<file path="src/rtl/mips32_pkg.sv">
// Shared widths, arbiter state encoding and register-file constants for the MIPS32 core.
package mips32_pkg;

    localparam int REG_ADDR_W = 5;
    localparam int DATA_W     = 32;

    localparam logic [REG_ADDR_W-1:0] ZERO_REG = '0;

    typedef enum logic {
        RUN   = 1'b0,
        STALL = 1'b1
    } arb_state_t;

endpackage

</file>
<file path="src/rtl/regfile_scoreboard.sv">
// Tracks GPRs owed a mult/div result; hazard is combinational from the registered busy bits.
// A set and a clear to the same register in one cycle leaves the register busy.
module regfile_scoreboard
    import mips32_pkg::*;
(
    input  logic                  clk,
    input  logic                  rst,
    input  logic                  set_en,
    input  logic [REG_ADDR_W-1:0] set_addr,
    input  logic                  clr_en,
    input  logic [REG_ADDR_W-1:0] clr_addr,
    input  logic [REG_ADDR_W-1:0] rs,
    input  logic [REG_ADDR_W-1:0] rt,
    output logic                  hazard
);

    logic [31:1] busy;
    logic [31:1] busy_next;
    logic [31:0] busy_vec;

    // $zero never gets a busy bit, so looking it up always yields 0.
    assign busy_vec = {busy, 1'b0};

    always_comb begin
        busy_next = busy;
        for (int i = 1; i < 32; i++) begin
            if (set_en && set_addr == REG_ADDR_W'(i)) begin
                busy_next[i] = 1'b1;
            end else if (clr_en && clr_addr == REG_ADDR_W'(i)) begin
                busy_next[i] = 1'b0;
            end
        end
    end

    always_ff @(posedge clk) begin
        if (rst) begin
            busy <= '0;
        end else begin
            busy <= busy_next;
        end
    end

    assign hazard = !rst && (busy_vec[rs] || busy_vec[rt]);

endmodule

</file>
<file path="src/rtl/regfile_write_arbiter.sv">
// Shares the GPR write port between writeback and mult/div; the write lands the cycle it is granted.
// Writeback has priority; mult/div starved for MD_STARVE_MAX cycles forces a one-cycle pipeline stall.
module regfile_write_arbiter
    import mips32_pkg::*;
#(
    parameter int MD_STARVE_MAX = 4
) (
    input  logic                  clk,
    input  logic                  rst,
    input  logic                  wbWrite,
    input  logic [REG_ADDR_W-1:0] wbAddr,
    input  logic [DATA_W-1:0]     wbData,
    input  logic                  mdValid,
    input  logic [REG_ADDR_W-1:0] mdAddr,
    input  logic [DATA_W-1:0]     mdData,
    output logic                  mdReady,
    input  logic                  issueMd,
    input  logic [REG_ADDR_W-1:0] issueAddr,
    input  logic [REG_ADDR_W-1:0] rs,
    input  logic [REG_ADDR_W-1:0] rt,
    output logic                  hazard,
    output logic                  pipeStall,
    output logic                  regWrite,
    output logic [REG_ADDR_W-1:0] rWriteAddress,
    output logic [DATA_W-1:0]     rWriteValue
);

    localparam logic [3:0] STARVE_LIM = 4'(MD_STARVE_MAX);

    arb_state_t state;
    arb_state_t state_next;
    logic [3:0] starve_cnt;
    logic [3:0] starve_cnt_next;
    logic       wb_gnt;
    logic       md_gnt;

    always_ff @(posedge clk) begin
        if (rst) begin
            state      <= RUN;
            starve_cnt <= '0;
        end else begin
            state      <= state_next;
            starve_cnt <= starve_cnt_next;
        end
    end

    always_comb begin
        state_next      = state;
        starve_cnt_next = starve_cnt;
        wb_gnt          = 1'b0;
        md_gnt          = 1'b0;
        case (state)
            RUN: begin
                if (wbWrite) begin
                    wb_gnt = 1'b1;
                    if (mdValid) begin
                        starve_cnt_next = starve_cnt + 4'd1;
                        if (starve_cnt_next >= STARVE_LIM) begin
                            state_next = STALL;
                        end
                    end else begin
                        starve_cnt_next = '0;
                    end
                end else if (mdValid) begin
                    md_gnt          = 1'b1;
                    starve_cnt_next = '0;
                end else begin
                    starve_cnt_next = '0;
                end
            end
            STALL: begin
                // Pipeline is frozen, so any writeback request is re-presented next cycle.
                md_gnt          = mdValid;
                starve_cnt_next = '0;
                state_next      = RUN;
            end
            default: begin
                state_next      = RUN;
                starve_cnt_next = '0;
            end
        endcase
    end

    always_comb begin
        rWriteAddress = ZERO_REG;
        rWriteValue   = '0;
        if (md_gnt) begin
            rWriteAddress = mdAddr;
            rWriteValue   = mdData;
        end else if (wb_gnt) begin
            rWriteAddress = wbAddr;
            rWriteValue   = wbData;
        end
    end

    assign mdReady   = !rst && md_gnt;
    assign regWrite  = !rst && ((wb_gnt && wbAddr != ZERO_REG) ||
                                (md_gnt && mdAddr != ZERO_REG));
    assign pipeStall = (state == STALL);

    regfile_scoreboard u_scoreboard (
        .clk      (clk),
        .rst      (rst),
        .set_en   (issueMd),
        .set_addr (issueAddr),
        .clr_en   (mdReady),
        .clr_addr (mdAddr),
        .rs       (rs),
        .rt       (rt),
        .hazard   (hazard)
    );

endmodule

</file>
<file path="config.mk">
export PLATFORM = sky130hd
export DESIGN_NAME = regfile_write_arbiter
export DESIGN_NICKNAME = d
export VERILOG_FILES = /design/src/rtl/mips32_pkg.sv /design/src/rtl/regfile_scoreboard.sv /design/src/rtl/regfile_write_arbiter.sv
export SDC_FILE = /design/constraint.sdc
export NUM_CORES = 1
export LEC_CHECK = 0
export BUFFER_PORTS_ARGS = -buffer_cell sky130_fd_sc_hd__buf_2
export CORE_UTILIZATION = 41
export DETAILED_ROUTE_END_ITERATION = 6
export PLACE_DENSITY = 0.86
export SLEW_MARGIN = 30
export SYNTH_ARGS = -nofsm -noshare
export SYNTH_HDL_FRONTEND = slang
export SYNTH_SLANG_ARGS = --single-unit
</file>
<file path="constraint.sdc">
create_clock -name clk -period 1.75 [get_ports clk]
set_input_delay 0.2625 -clock clk [delete_from_list [all_inputs] [get_ports clk]]
set_output_delay 0.2625 -clock clk [all_outputs]
set_load 0.01 [all_outputs]
</file>
# ---- Word level (Yosys, flattened, before mapping)
# Cells that the tools add are included.
dict set report word_totals {
  mem_count 0
  out_inout_bits 41
  reg_bits 36
  input_bits 94
  ramBits 0
  mem_bits_ro 0
  word_cells 285
  latchBits 0
}
dict set report op_classes {
  addsub 1
  n_reduce_logical 103
  shifts 0
  n_lt_le_gt_ge 3
  eq_ne 62
  n_div 0
  n_mul 0
  muxes 82
  bitwise 1
}
# op count
set ops {}
lappend ops {{5-bit equality test (second input constant)} 32}
lappend ops {{5-bit by 4-bit equality test with 1-bit output (second input constant)} 16}
lappend ops {{1-bit two-way mux} 71}
lappend ops {{1-bit logical AND} 67}
lappend ops {{32-bit two-way mux} 2}
lappend ops {{2-bit nonzero test} 31}
lappend ops {{5-bit by 3-bit equality test with 1-bit output (second input constant)} 8}
lappend ops {{5-bit by 2-bit equality test with 1-bit output (second input constant)} 4}
lappend ops {{5-bit by 6-bit less-than comparator with 1-bit output (second input constant)} 2}
lappend ops {{1-bit binary-select mux with 5-bit select} 2}
lappend ops {{5-bit by 1-bit equality test with 1-bit output (second input constant)} 2}
lappend ops {{5-bit two-way mux} 2}
lappend ops {{5-bit nonzero test} 2}
lappend ops {{4-bit two-way mux} 2}
lappend ops {{4-bit case mux with 2 select lines} 1}
lappend ops {{4-bit by 1-bit adder with 4-bit output (second input constant)} 1}
lappend ops {{4-bit by 3-bit >= comparator with 1-bit output (second input constant)} 1}
lappend ops {{1-bit case mux with 2 select lines} 2}
lappend ops {{1-bit logical OR} 2}
lappend ops {{1-bit zero test} 1}
lappend ops {{1-bit NOT} 1}

# ---- Longest topological paths before layout
dict set report logic_depth {
  ltp_word 7
  ltp_mapped 6
  depth_no_buf 4
}

# ---- Modules after synthesis
# A second synthesis with hierarchy kept.
dict set report unflattened {
  hier_cells 361
  area_unflattened_um2 2626.3
}
# module n_inst area_per_inst_um2 cells_per_inst
set by_module_without_submodules {}
lappend by_module_without_submodules {regfile_scoreboard 1 1851.8 210}
lappend by_module_without_submodules {regfile_write_arbiter 1 774.5 151}

# ---- Worst setup path before layout
# Ideal clock, no wire load.
dict set report synth_timing {
  kind {input-to-output}
  start {input port rt[1]}
  end {output port hazard}
  arrival_time_ns 1.549
  stages 5
  path_slack_ns -0.061
  path_cell_list {buf_2 > mux2_2 > a2111oi_0 > nor4b_1 > a221o_1}
}
dict set report synth_via {
  elab_chain_cells 4
}
# element line
set synth_rtl {}
lappend synth_rtl {{start, declared} regfile_write_arbiter.sv:20} ;# input logic [REG_ADDR_W-1:0] rt,
lappend synth_rtl {{1-bit binary-select mux with 5-bit select} regfile_scoreboard.sv:43} ;# assign hazard = !rst && (busy_vec[rs] || busy_vec[rt]);
lappend synth_rtl {{1-bit two-way mux (implied by the code)} regfile_scoreboard.sv:43}
lappend synth_rtl {{1-bit logical OR} regfile_scoreboard.sv:43}
lappend synth_rtl {{1-bit logical AND} regfile_scoreboard.sv:43}
lappend synth_rtl {{end, declared} regfile_write_arbiter.sv:21} ;# output logic hazard,
# Every way passes these cells. The select of a mux whose other input is x is not followed.

# ---- Worst setup path after layout
dict set report layout_timing {
  start {register u_scoreboard.busy[30] in the netlist's numbering}
  end {output port hazard}
}
dict set report layout_via {
  elab_chain_cells 4
  elab_cells_between_ends 6
  classes_between {4 x mux; 2 x reduce/logical}
}
# element line
set layout_rtl {}
lappend layout_rtl {{start, declared} regfile_scoreboard.sv:17} ;# logic [31:1] busy;
lappend layout_rtl {{start signal, assigned} regfile_scoreboard.sv:39} ;# busy <= busy_next;
lappend layout_rtl {{1-bit binary-select mux with 5-bit select} regfile_scoreboard.sv:43}
lappend layout_rtl {{1-bit two-way mux (implied by the code)} regfile_scoreboard.sv:43}
lappend layout_rtl {{1-bit logical OR *} regfile_scoreboard.sv:43}
lappend layout_rtl {{1-bit logical AND *} regfile_scoreboard.sv:43}
# Every way passes the cells marked *; elsewhere a longest branch is shown, timed or not. The select of a mux whose other input is x is not followed.

==> results.py <==
metrics = {
    "pwr": {
        "p_sw_uw": 589,
        "power_density_nw_per_um2": 552,
        "combinationalPowerShare_pct": 27.2,
        "seq_power_share_pct": 42.3,
        "p_leak_uw": 0.00170,
        "intPower_uw": 1400,
        "pwr-share-clk_pct": 30.5,
        "vdd_drop_max_uv": 290,
        "p_sw_share_pct": 29.7,
    },
    "drt": {
        "wl_per_cell_microns": 14.7,
        "vias": 3180,
        "via_per_inst": 5.54,
        "routed_wl_microns": 8430,
        "drc": 0,
        "first_pass_iters": 4,
        "drt_iter0_markers": 260,
        "ant_nets": 0,
    },
    "timing": {
        "fmax_mhz": 466,
        "fin_skew_ps": 4.24,
        "slew_headroom_pct": 62.7,
        "hold_viol_final": 0,
        "holdWs_ps": 297,
        "maxSlewViolCount": 0,
        "setup_slack_ps": -397,
        "tightest_slew_ps": 555,
        "rsz0062_at_grt": "yes",
        "final.setup.tns_ps": -397,
        "setup-violations-final": 1,
        "min_period_over_period_pct": 123,
        "min_period_ps": 2150,
    },
    "min_path": {
        "hp-class": "in2reg",
    },
    "clock_tree": {
        "ctsHoldBuffers": 0,
        "h-tree-depth": 2,
        "clock-root-buffer": "clkbuf_8",
        "clockBufferDepth": 2,
        "clk_pin_slew_ps": 70,
        "numClockSinks": 36,
        "tritoncts.num_buffers": 5,
        "clock_latency_ps": 290,
        "cts_tree": "built",
    },
    "yosys": {
        "synth-edff-count": 0,
        "synth_top_cell_by_area": "dfxtp_1",
        "synth_top_area_share_pct": 27.7,
        "syn_nets": 456,
        "ys.warnings.count": 0,
        "synth_area_per_cell_sq_um": 7.21,
        "async_flop_share_pct": 0,
        "synth_common_cells": "nand2_1 (104), nand3_1 (49), dfxtp_1 (36), a21oi_1 (33), o21ai_0 (32)",
        "synth_seq_area_share_pct": 27.7,
        "syn_inst": 361,
        "ys_seq_elements": 36,
        "ys_types": 44,
        "synth_ff_type": "dfxtp_1",
        "yosysMostFrequentCell": "nand2_1",
        "synth_area_leaders": "dfxtp_1 (28%), nand2_1 (15%), nand3_1 (9.4%), mux4_2 (6.9%), a21oi_1 (6.3%)",
        "syn_area_sq_um": 2600,
    },
    "critical_path": {
        "cp_data_required_time_ps": 1490,
        "arrival_ps": 1880,
        "slowest_stage": "mux4_2",
        "path_cells": "mux4_2, o221ai_2, o31ai_2, a221o_1, buf_2",
        "cpPeakStageDelay_ps": 480,
        "critPathTopFamily": "compound AO/OA/AOI/OAI gates",
        "cp-start-kind": "register",
        "endpoint_kind": "primary output",
        "crit_buf_inv": 1,
        "worstPathMaxFanout": 3,
        "critical_path_class": "reg2out",
    },
    "global_route": {
        "grtUsageTotal_pct": 25.0,
        "antenna_found_initial": 0,
        "grt_max_degree": 41,
        "grt_pass1_wl_microns": 12800,
        "first_global_vias": 2815,
        "grt_overflow": 0,
    },
    "finish": {
        "fillers": 553,
        "fin_nets": 593,
        "layout-drive-gt1-share_pct": 39.5,
        "area_delta_synth_final_pct": 38.1,
        "num_antenna_cells": 0,
    },
    "floorplanning": {
        "ios": 135,
        "rows": 28,
        "start_util_pct": 43.2,
        "die_h_microns": 81.7,
        "fp.coreArea_sq_um": 6030,
        "dieArea_sq_um": 6670,
        "dieWidth_microns": 81.7,
    },
    "place": {
        "dpl.hpwl_microns": 6590,
        "io_buffers": 134,
        "place.gp.congestion": 0.921,
    },
    "outcome": {
        "violations": "negative setup slack",
        "outcome": "complete, but fails checks",
    },
    "job": {
        "maxCapViolCount": 0,
    },
}
-- routing by layer --
metal / track usage, % / share of wire [%] / routed length [microns] / up-vias
li1: - / - / - / 1547
met4: 11.1 / 1.9 / 160 / 0
met2: 41.6 / 49 / 4100 / 181
met3: 3.11 / 8.4 / 708 / 20
met1: 32.3 / 41 / 3470 / 1432
met5: 0 / 0 / 0 / -
-- tightest hold or removal path: stages --
cell and delay (ps):
buf_2 150, nand3_1 80, a21oi_1 50
-- registers in the layout, indices dropped and copies added (netlist names) --
register	flops
starve_cnt	4
u_scoreboard.busy	31
pipeStall	1
-- cells in the final DEF, fill, tap and decap left out, types with 9 or more instances in the layout --
| cell type | instances |
|---|---|
| nand3_1 | 49 |
| a21oi_1 | 33 |
| buf_4 | 20 |
| buf_2 | 134 |
| dfxtp_1 | 29 |
| nor2b_1 | 9 |
| nor2_1 | 11 |
| o21ai_0 | 32 |
| mux4_2 | 13 |
| nand2_1 | 104 |
-- power by group through the flow --
stage	sequential, uW	clock [uW]	combinational, uW
after CTS	838	616	526
after floorplan	852	0	276
after global routing	839	648	594
after global placement	856	0	507
after detailed placement	857	0	517
final	839	605	541
-- kinds of logic (layout without fill, tap and decap cells) --
| logic type | Yosys count | count (layout) | share of synthesized area [%] |
|---|---|---|---|
| buf+inv | 29 | 167 | 5.00 |
| compound gates | 74 | 74 | 15.4 |
| fa+ha+maj | 1 | 1 | 0.480 |
| mux | 20 | 20 | 15.4 |
| flops | 36 | 36 | 27.7 |
| xor+xnor | 2 | 2 | 0.673 |
| simple gates | 199 | 199 | 35.4 |
-- through the flow --
step | cell area (sq um) | std cells | utilization (%) | power (uW) | setup slack (ps)
floorplan | 2630 | 361 | - | 1130 | 3.92
global placement | 3440 | 563 | 57.2 | 1360 | -237
detailed placement | 3440 | 563 | 57.2 | 1370 | -283
CTS | 3540 | 571 | 58.8 | 1980 | -380
global route | 3590 | 574 | 59.7 | 2080 | -447
finish | 3590 | 574 | 59.7 | 1980 | -397
-- area by class of cell --
| type | count | area [sq um] | share of cell area (%) |
|---|---|---|---|
| clock buffer | 6 | 82.6 | 2.30 |
| inverter | 1 | 3.75 | 0.104 |
| clock inverter | 2 | 10.0 | 0.278 |
| sequential | 36 | 729 | 20.3 |
| multi-input combinational | 296 | 1790 | 49.8 |
| timing repair buffer | 158 | 883 | 24.6 |
| tap | 75 | 93.8 | 2.61 |
-- what timing repair did --
item,CTS,global route
cloned,0,0
buffers inserted,0,3
pin swaps,0,3
resized for setup,11,9
endpoints found under the setup margin,1,17
-- final timing paths --
check | startpoint | end | slack (ps) | cells after the start
max | u_scoreboard.busy[30]$_SDFFE_PP0P_ | hazard | -400 | 5
min reg2reg | starve_cnt[0]$_SDFF_PP0_ | starve_cnt[0]$_SDFF_PP0_ | 460 | 1
min | issueAddr[1] | u_scoreboard.busy[11]$_SDFFE_PP0P_ | 300 | 3
max reg2reg | pipeStall$_SDFF_PP0_ | u_scoreboard.busy[22]$_SDFFE_PP0P_ | 200 | 5
Note: power is estimated with default switching activity, not from simulation.
